`config.mk`:
```
export PLATFORM = sky130hd
export DESIGN_NAME = multicycle_controller
export DESIGN_NICKNAME = d
export VERILOG_FILES = /design/src/rtl/multicycle_controller.sv
export SDC_FILE = /design/constraint.sdc
export NUM_CORES = 1
export LEC_CHECK = 0
export CAP_MARGIN = 20
export CELL_PAD_IN_SITES_DETAIL_PLACEMENT = 0
export CELL_PAD_IN_SITES_GLOBAL_PLACEMENT = 1
export CORE_ASPECT_RATIO = 0.9
export CORE_MARGIN = 3
export CORE_UTILIZATION = 32
export DETAILED_ROUTE_END_ITERATION = 8
export HOLD_SLACK_MARGIN = 0.02
export PLACE_DENSITY = 0.8
export SLEW_MARGIN = 20
export SYNTH_ARGS = -nofsm -noshare
export SYNTH_HDL_FRONTEND = slang
export SYNTH_SLANG_ARGS = --single-unit
```
`constraint.sdc`:
```
create_clock -name clk -period 2.1 [get_ports clk]
set_input_delay 0.525 -clock clk [delete_from_list [all_inputs] [get_ports clk]]
set_output_delay 0.525 -clock clk [all_outputs]
set_load 0.02 [all_outputs]
```
`src/rtl/multicycle_controller.sv`:
```
// multicycle_controller: FETCH/DECODE/EXEC/MEM/WB sequencer with memory handshake, traps and retire counter
module multicycle_controller #(
  parameter int OPC_W    = 6,
  parameter int ALU_OP_W = 3,
  parameter int MEM_TMO  = 16,
  parameter int CNT_W    = 16
) (
  input  logic                clk,
  input  logic                rst_n,
  input  logic [OPC_W-1:0]    opc,
  input  logic                zero_flag,
  input  logic                mem_ack,
  output logic                ir_write,
  output logic [ALU_OP_W-1:0] alu_op,
  output logic                alu_src_const,
  output logic                mem_read,
  output logic                mem_write,
  output logic                rf_wr_en,
  output logic                rf_in_mem,
  output logic                rf_dst_r2,
  output logic                pc_write,
  output logic [1:0]          pc_src,
  output logic                halt,
  output logic [1:0]          err_code,
  output logic [CNT_W-1:0]    retired
);
  localparam int TMO_W = $clog2(MEM_TMO);
  typedef enum logic [2:0] {S_FETCH, S_DECODE, S_EXEC, S_MEM, S_WB, S_HALT} state_t;
  state_t              state_q, state_d;
  logic [OPC_W-1:0]    opc_q, opc_d;
  logic [TMO_W-1:0]    cnt_q, cnt_d;
  logic [1:0]          err_q, err_d;
  logic [CNT_W-1:0]    ret_q, ret_d;
  logic [3:0]          cls;
  logic                is_r, is_i, is_mem, is_ld, is_cj, is_bnz, is_jmp, is_ill;
  logic                ir_c, asc_c, mrd_c, mwr_c, rfw_c, rfm_c, dst_c, pcw_c;
  logic [ALU_OP_W-1:0] alu_c;
  logic [1:0]          psrc_c;
  assign cls    = opc_q[OPC_W-1 -: 4];
  assign is_r   = cls[3:2] == 2'b00;
  assign is_i   = cls[3:2] == 2'b01;
  assign is_mem = cls == 4'b1000;
  assign is_ld  = opc_q[OPC_W-5];
  assign is_cj  = cls[3:1] == 3'b101;
  assign is_bnz = cls[0];
  assign is_jmp = cls == 4'b1100;
  assign is_ill = !(is_r || is_i || is_mem || is_cj || is_jmp);
  // next state, trap/timeout bookkeeping and per-state Moore strobes
  always_comb begin
    state_d = state_q;
    opc_d   = opc_q;
    cnt_d   = cnt_q;
    err_d   = err_q;
    ir_c    = 1'b0;
    alu_c   = '0;
    asc_c   = 1'b0;
    mrd_c   = 1'b0;
    mwr_c   = 1'b0;
    rfw_c   = 1'b0;
    rfm_c   = 1'b0;
    dst_c   = 1'b0;
    pcw_c   = 1'b0;
    psrc_c  = 2'b00;
    case (state_q)
      S_FETCH: begin
        ir_c    = 1'b1;
        opc_d   = opc;
        state_d = S_DECODE;
      end
      S_DECODE: begin
        state_d = is_ill ? S_HALT : S_EXEC;
        err_d   = is_ill ? 2'b01 : err_q;
      end
      S_EXEC: begin
        alu_c   = (is_r || is_i) ? opc_q[ALU_OP_W-1:0] : '0;
        asc_c   = is_i || is_mem;
        pcw_c   = is_cj || is_jmp;
        psrc_c  = is_jmp ? 2'b10 : (is_cj && (is_bnz ^ zero_flag)) ? 2'b01 : 2'b00;
        state_d = is_mem ? S_MEM : (is_cj || is_jmp) ? S_FETCH : S_WB;
      end
      S_MEM: begin
        asc_c   = 1'b1;
        mrd_c   = is_ld;
        mwr_c   = !is_ld;
        state_d = mem_ack ? S_WB : (cnt_q == TMO_W'(MEM_TMO - 1)) ? S_HALT : S_MEM;
        err_d   = (!mem_ack && cnt_q == TMO_W'(MEM_TMO - 1)) ? 2'b10 : err_q;
        cnt_d   = (state_d == S_MEM) ? cnt_q + TMO_W'(1) : '0;
      end
      S_WB: begin
        rfw_c   = !is_mem || is_ld;
        rfm_c   = is_mem && is_ld;
        dst_c   = is_mem && is_ld;
        pcw_c   = 1'b1;
        state_d = S_FETCH;
      end
      S_HALT: state_d = S_HALT;
      default: state_d = S_FETCH;
    endcase
    ret_d = ret_q + CNT_W'(pcw_c);
  end
  // state register; reset wins over every state including MEM wait and HALT
  always_ff @(posedge clk) begin
    if (!rst_n) begin
      state_q <= S_FETCH;
      opc_q   <= '0;
      cnt_q   <= '0;
      err_q   <= 2'b00;
      ret_q   <= '0;
    end else begin
      state_q <= state_d;
      opc_q   <= opc_d;
      cnt_q   <= cnt_d;
      err_q   <= err_d;
      ret_q   <= ret_d;
    end
  end
  // strobes are masked while reset is held so the datapath stays idle even though the state already sits in FETCH
  assign ir_write      = rst_n && ir_c;
  assign alu_op        = rst_n ? alu_c : '0;
  assign alu_src_const = rst_n && asc_c;
  assign mem_read      = rst_n && mrd_c;
  assign mem_write     = rst_n && mwr_c;
  assign rf_wr_en      = rst_n && rfw_c;
  assign rf_in_mem     = rst_n && rfm_c;
  assign rf_dst_r2     = rst_n && dst_c;
  assign pc_write      = rst_n && pcw_c;
  assign pc_src        = rst_n ? psrc_c : 2'b00;
  assign halt          = state_q == S_HALT;
  assign err_code      = err_q;
  assign retired       = ret_q;
endmodule

```
# After elaboration in Yosys (flattened, before gate mapping)
# Index checks and enable logic that the tools add are counted.
[classes] n_addsub=2 mul=0 div_mod_pow=0 n_lt_le_gt_ge=0 n_eq_ne=13 shifts=0 muxes=24 bitwise_logic=1 reduce_logical=24
[op_table] cell="3-bit two-way mux" count=8
[op_table] cell="16-bit by 1-bit adder with 16-bit output" count=1
[op_table] cell="3-bit one-hot mux with 5 select lines" count=1
[op_table] cell="4-bit equality test (second input constant)" count=3
[op_table] cell="1-bit logical AND" count=10
[op_table] cell="2-bit two-way mux" count=5
[op_table] cell="3-bit by 2-bit equality test with 1-bit output (second input constant)" count=3
[op_table] cell="3-bit equality test (second input constant)" count=3
[op_table] cell="1-bit logical OR" count=7
[op_table] cell="1-bit two-way mux" count=6
[op_table] cell="4-bit by 1-bit adder with 4-bit output (second input constant)" count=1
[op_table] cell="4-bit two-way mux" count=1
[op_table] cell="2-bit inequality test (second input constant)" count=2
[op_table] cell="1-bit one-hot mux with 2 select lines" count=2
[op_table] cell="2-bit one-hot mux with 2 select lines" count=1
[op_table] cell="3-bit by 1-bit equality test with 1-bit output (second input constant)" count=1
[op_table] cell="1-bit zero test" count=3
[op_table] cell="3-bit zero test" count=1
[op_table] cell="3-bit AND reduction" count=1
[op_table] cell="2-bit by 1-bit equality test with 1-bit output (second input constant)" count=1
[op_table] cell="2-bit zero test" count=1
[op_table] cell="2-bit nonzero test" count=1
[op_table] cell="1-bit XOR" count=1
[totals] register_bits=31 latchBits=0 ramBits=0 mem_bits_ro=0 in_bits=10 output_inout_bits=32 n_memories=0

# Logic depth before layout (Yosys ltp)
[logic_depth] depth_word=7 ltp_mapped=9 mapped_depth_nobuf=8

# Worst setup path before layout
# OpenSTA, ideal clock, no wires.
[synth_path] path_kind="register -> output" start="register opc_q[5]" end="output rf_in_mem" t_arrival_ns=1.946 slack_ns=-0.371 path_stages_with_launch=5 path_cell_list="dfxtp_1 buf_4 or4b_4 nor4_1 buf_4"
[synth_between] elab_chain_len=4
[synth_lines] element="start, declared" line_no="30" text="logic [OPC_W-1:0] opc_q, opc_d;"
[synth_lines] element="start signal, assigned" line_no="111" text="opc_q <= opc_d;"
[synth_lines] element="4-bit equality test" line_no="42" text="assign is_mem = cls == 4'b1000;"
[synth_lines] element="1-bit logical AND"
[synth_lines] element="1-bit two-way mux"
[synth_lines] element="1-bit logical AND"
[synth_lines] element="end, declared" line_no="19" text="output logic rf_in_mem,"
# No other way between the ends.

# Worst setup path in the final report
[layout_path] start="register opc_q[4]" end="register ret_q[6] (netlist: retired[6])"
[layout_between] elab_chain_len=4 elab_cells_between_ends=5 classes_between="add/sub (1); eq/ne (2); mux (1); reduce/logical (1)"
[layout_lines] element="4-bit equality test / 3-bit equality test (equally long branches)" line_no="46, 44"
[layout_lines] element="1-bit logical OR *" line_no="77" text="pcw_c = is_cj || is_jmp;"
[layout_lines] element="1-bit one-hot mux with 2 select lines *" line_no="64" text="case (state_q)"
[layout_lines] element="16-bit by 1-bit adder with 16-bit output *" line_no="99" text="ret_d = ret_q + CNT_W'(pcw_c);"
[layout_lines] element="end signal, assigned" line_no="114" text="ret_q <= ret_d;"
[layout_lines] element="end, declared" line_no="33" text="logic [CNT_W-1:0] ret_q, ret_d;"
# Every way passes the cells marked *; elsewhere a longest branch is shown, timed or not.
# A chain may end at the register's enable or synchronous reset.

==> metrics.txt <==
Async SR Flop Fraction 0%; vias in the first global route 1561; Rows 24; fin area 2570 um2; Die Wd 81.3 um; post-DP HPWL 3230 um; Max Slew Vio Count 0; Yosys warning count 0; Total Routing Usage GR 15.9%; Worst slew margin 73.1%; Fillers 447; synthesized area 1630 um2; fin nets 275; ant diodes 0; worst min path class register to register; Fin Clk Skew 0.0104 ns; Final Hold Viols 0; Final GP Congestion 0.898; CTS root buf clkbuf_8; Num Clock Sinks 31; Seq pwr share 36.1%; Max-cap violations 0; Mapped Nets 201; IO buf count 41; Clock Power Share 21.7%; failing checks setup timing; Sw Share 36.1%; die height 73.8 um; Post-route DRC 0; internal power 0.00134 W; core area 4890 um2; LEAKAGE 1.02 nW; final wirelength 4500 um; critical path endpoint category register; first-pass GRT wire length 7330 um; hold_buf cts 0; fin crit share 102%; worst slew pin tran 0.397 ns; CTS Buf Count 5; Reg clk slew, reported paths 0.07 ns; I/O pin count 42; outcome finished, violations left; Antenna Nets Post-Route 0; Synth area leaders dfxtp_1, mux2i_1, a21oi_1, nand2_1, nor2_1; setup ws final -0.0332 ns; switching pwr 0.000761 W; DRT iter0 DRCs 74; Placed Cells 317; Clock Path Buffers 2; Req. time, crit path 2.31 ns; dpl cell area 2350 um2; Area Growth Syn to Fin 57.7%; layout cells sized above 1 33.8%; Post-synth EDFFs 0; Synth Instances 188; synth unique cells 48; RSZ-0062 raised after global routing yes; vias per cell 5.06; effective utilization at floorplan 33.4%; total power 0.00211 W; 1st-pass router iterations 4; clock insertion delay at the later pin of the skew report 0.28 ns; DR WL/cell 13.7 um; vias post-DR 1659; most area-hungry cell type in the Yosys netlist dfxtp_1; Cell Count, Final, Fillers Out 328; worst-path fanout max 5; pwr/cell area 818 nW/um2; combinational power share 42.2%; Setup CP Type register to register; CP arrival 2.35 ns; top cell type's share of synthesized area 38.0%; largest net degree at the start of global routing 20; fin util 52.6%; ys flop type dfxtp_1; Avg Cell Area, Syn 8.69 um2; Die ar. 6000 um2; Fmax achieved 0.469 GHz; startpoint types register; total gr overflow 0; setup violators final 5; worst vdd ir 0.570 mV; CTS tree yes; hold slack 0.469 ns; #FFs+latches synth 31; initial antenna violation count 0; sequential share of the synthesized area 38.0%; minimum clock period 2.13 ns; H-tree depth 2
-- area by class of cell --
type | instances | area (um2) | area share [%]
timing repair buffer | 77 | 661 | 25.7
clock inverter | 3 | 15.0 | 0.583
multi-input combinational | 139 | 1090 | 42.4
clock buffer | 5 | 68.8 | 2.67
sequential | 31 | 628 | 24.4
inverter | 8 | 30.0 | 1.17
tap | 65 | 81.3 | 3.16
-- sequential cells by signal, summed over array words and instances (netlist names) --
name	flops
err_code	2
opc_q	6
retired	16
cnt_q	4
state_q	3
-- power groups by stage --
| stage | clock network, W | logic [W] | registers [W] |
|---|---|---|---|
| 2_1_floorplan | 0 | 0.000490 | 0.000715 |
| 3_3_place_gp | 0 | 0.000824 | 0.000749 |
| 3_5_place_dp | 0 | 0.000826 | 0.000751 |
| 4_1_cts | 0.000472 | 0.000855 | 0.000748 |
| 5_1_grt | 0.000488 | 0.000960 | 0.000768 |
| 6_report | 0.000458 | 0.000888 | 0.000759 |
-- cell usage after synthesis (3+ instances only) --
| master | number |
|---|---|
| a21oi_1 | 14 |
| and2_1 | 4 |
| buf_2 | 3 |
| clkbuf_1 | 4 |
| dfxtp_1 | 31 |
| ha_1 | 3 |
| inv_1 | 7 |
| mux2i_1 | 11 |
| nand2_1 | 15 |
| nand2b_1 | 4 |
| nand3_1 | 9 |
| nor2_1 | 14 |
| nor3_1 | 5 |
| nor4_1 | 7 |
| o21ai_0 | 6 |
| o31ai_1 | 4 |
| or3_1 | 4 |
| or4_1 | 5 |
| xor2_1 | 3 |
-- worst max-delay path, stage by stage, from the launching register on --
cell	delay (ns)
dfxtp_1	0.35
buf_4	0.15
nor2b_2	0.15
o2111ai_2	0.18
a21oi_2	0.16
ha_2	0.22
ha_4	0.15
nand4_4	0.10
buf_6	0.16
or3_1	0.32
a21oi_2	0.12
-- final timing paths --
kind	start	to	slack [ns]	cells past startpoint
setup / recovery	opc_q[4]	retired[6]	-0.03	10
hold / removal	err_code[1]	err_code[1]	0.47	2
setup reg to reg	opc_q[4]	retired[6]	-0.03	10
hold reg to reg	err_code[1]	err_code[1]	0.47	2
-- cell families after synthesis --
logic type,Yosys count,synth area share [%]
adders and majority gates,3,2.30
muxes,11,6.74
and+or+nand+nor,87,32.9
xor gates and xnor gates,4,2.15
AOI/OAI and AO/OA,34,13.0
DFF,31,38.0
buffers and inverters,18,4.83
-- layout by cell type, fill, tap and decap left out, types with 3 or more instances in the layout --
master,Yosys,routed
nand3_1,9,9
nor2_1,14,13
buf_4,2,36
and2_1,4,4
buf_6,0,5
xor2_1,3,3
or3_1,4,4
dfxtp_2,0,3
nor4_1,7,5
nor3_1,5,5
nand2b_1,4,4
clkdlybuf4s50_1,0,25
a21oi_1,14,8
a21oi_2,0,6
or4_1,5,4
clkbuf_8,0,5
mux2i_1,11,11
dfxtp_1,31,27
clkbuf_2,0,4
clkinv_2,0,3
inv_1,7,7
nand2_1,15,14
o21ai_0,6,6
-- through the flow --
stage / setup WS (ns) / TNS, ns
4_1_cts: -0.0765 / -0.276
2_1_floorplan: 0.00421 / 0
3_5_place_dp: -0.660 / -8.62
3_3_place_gp: -0.607 / -8.07
6_report: -0.0332 / -0.0850
5_1_grt: -0.158 / -0.905
-- routing by layer --
metal  track usage, %  part of all wire [%]  routed length [um]
met5                0                     0                   0
met3             3.80                   3.4                 152
met2             23.2                    45                2010
met4             5.07                  0.87                  39
met1             22.8                    51                2290
-- what timing repair did --
item                                    CTS  global route
pin swaps                                 9             7
resized for setup                        68            26
hold endpoints to repair                  0             0
setup buffers                             1             2
endpoints found under the setup margin   24            25
Power figures use the tool's default switching activity.
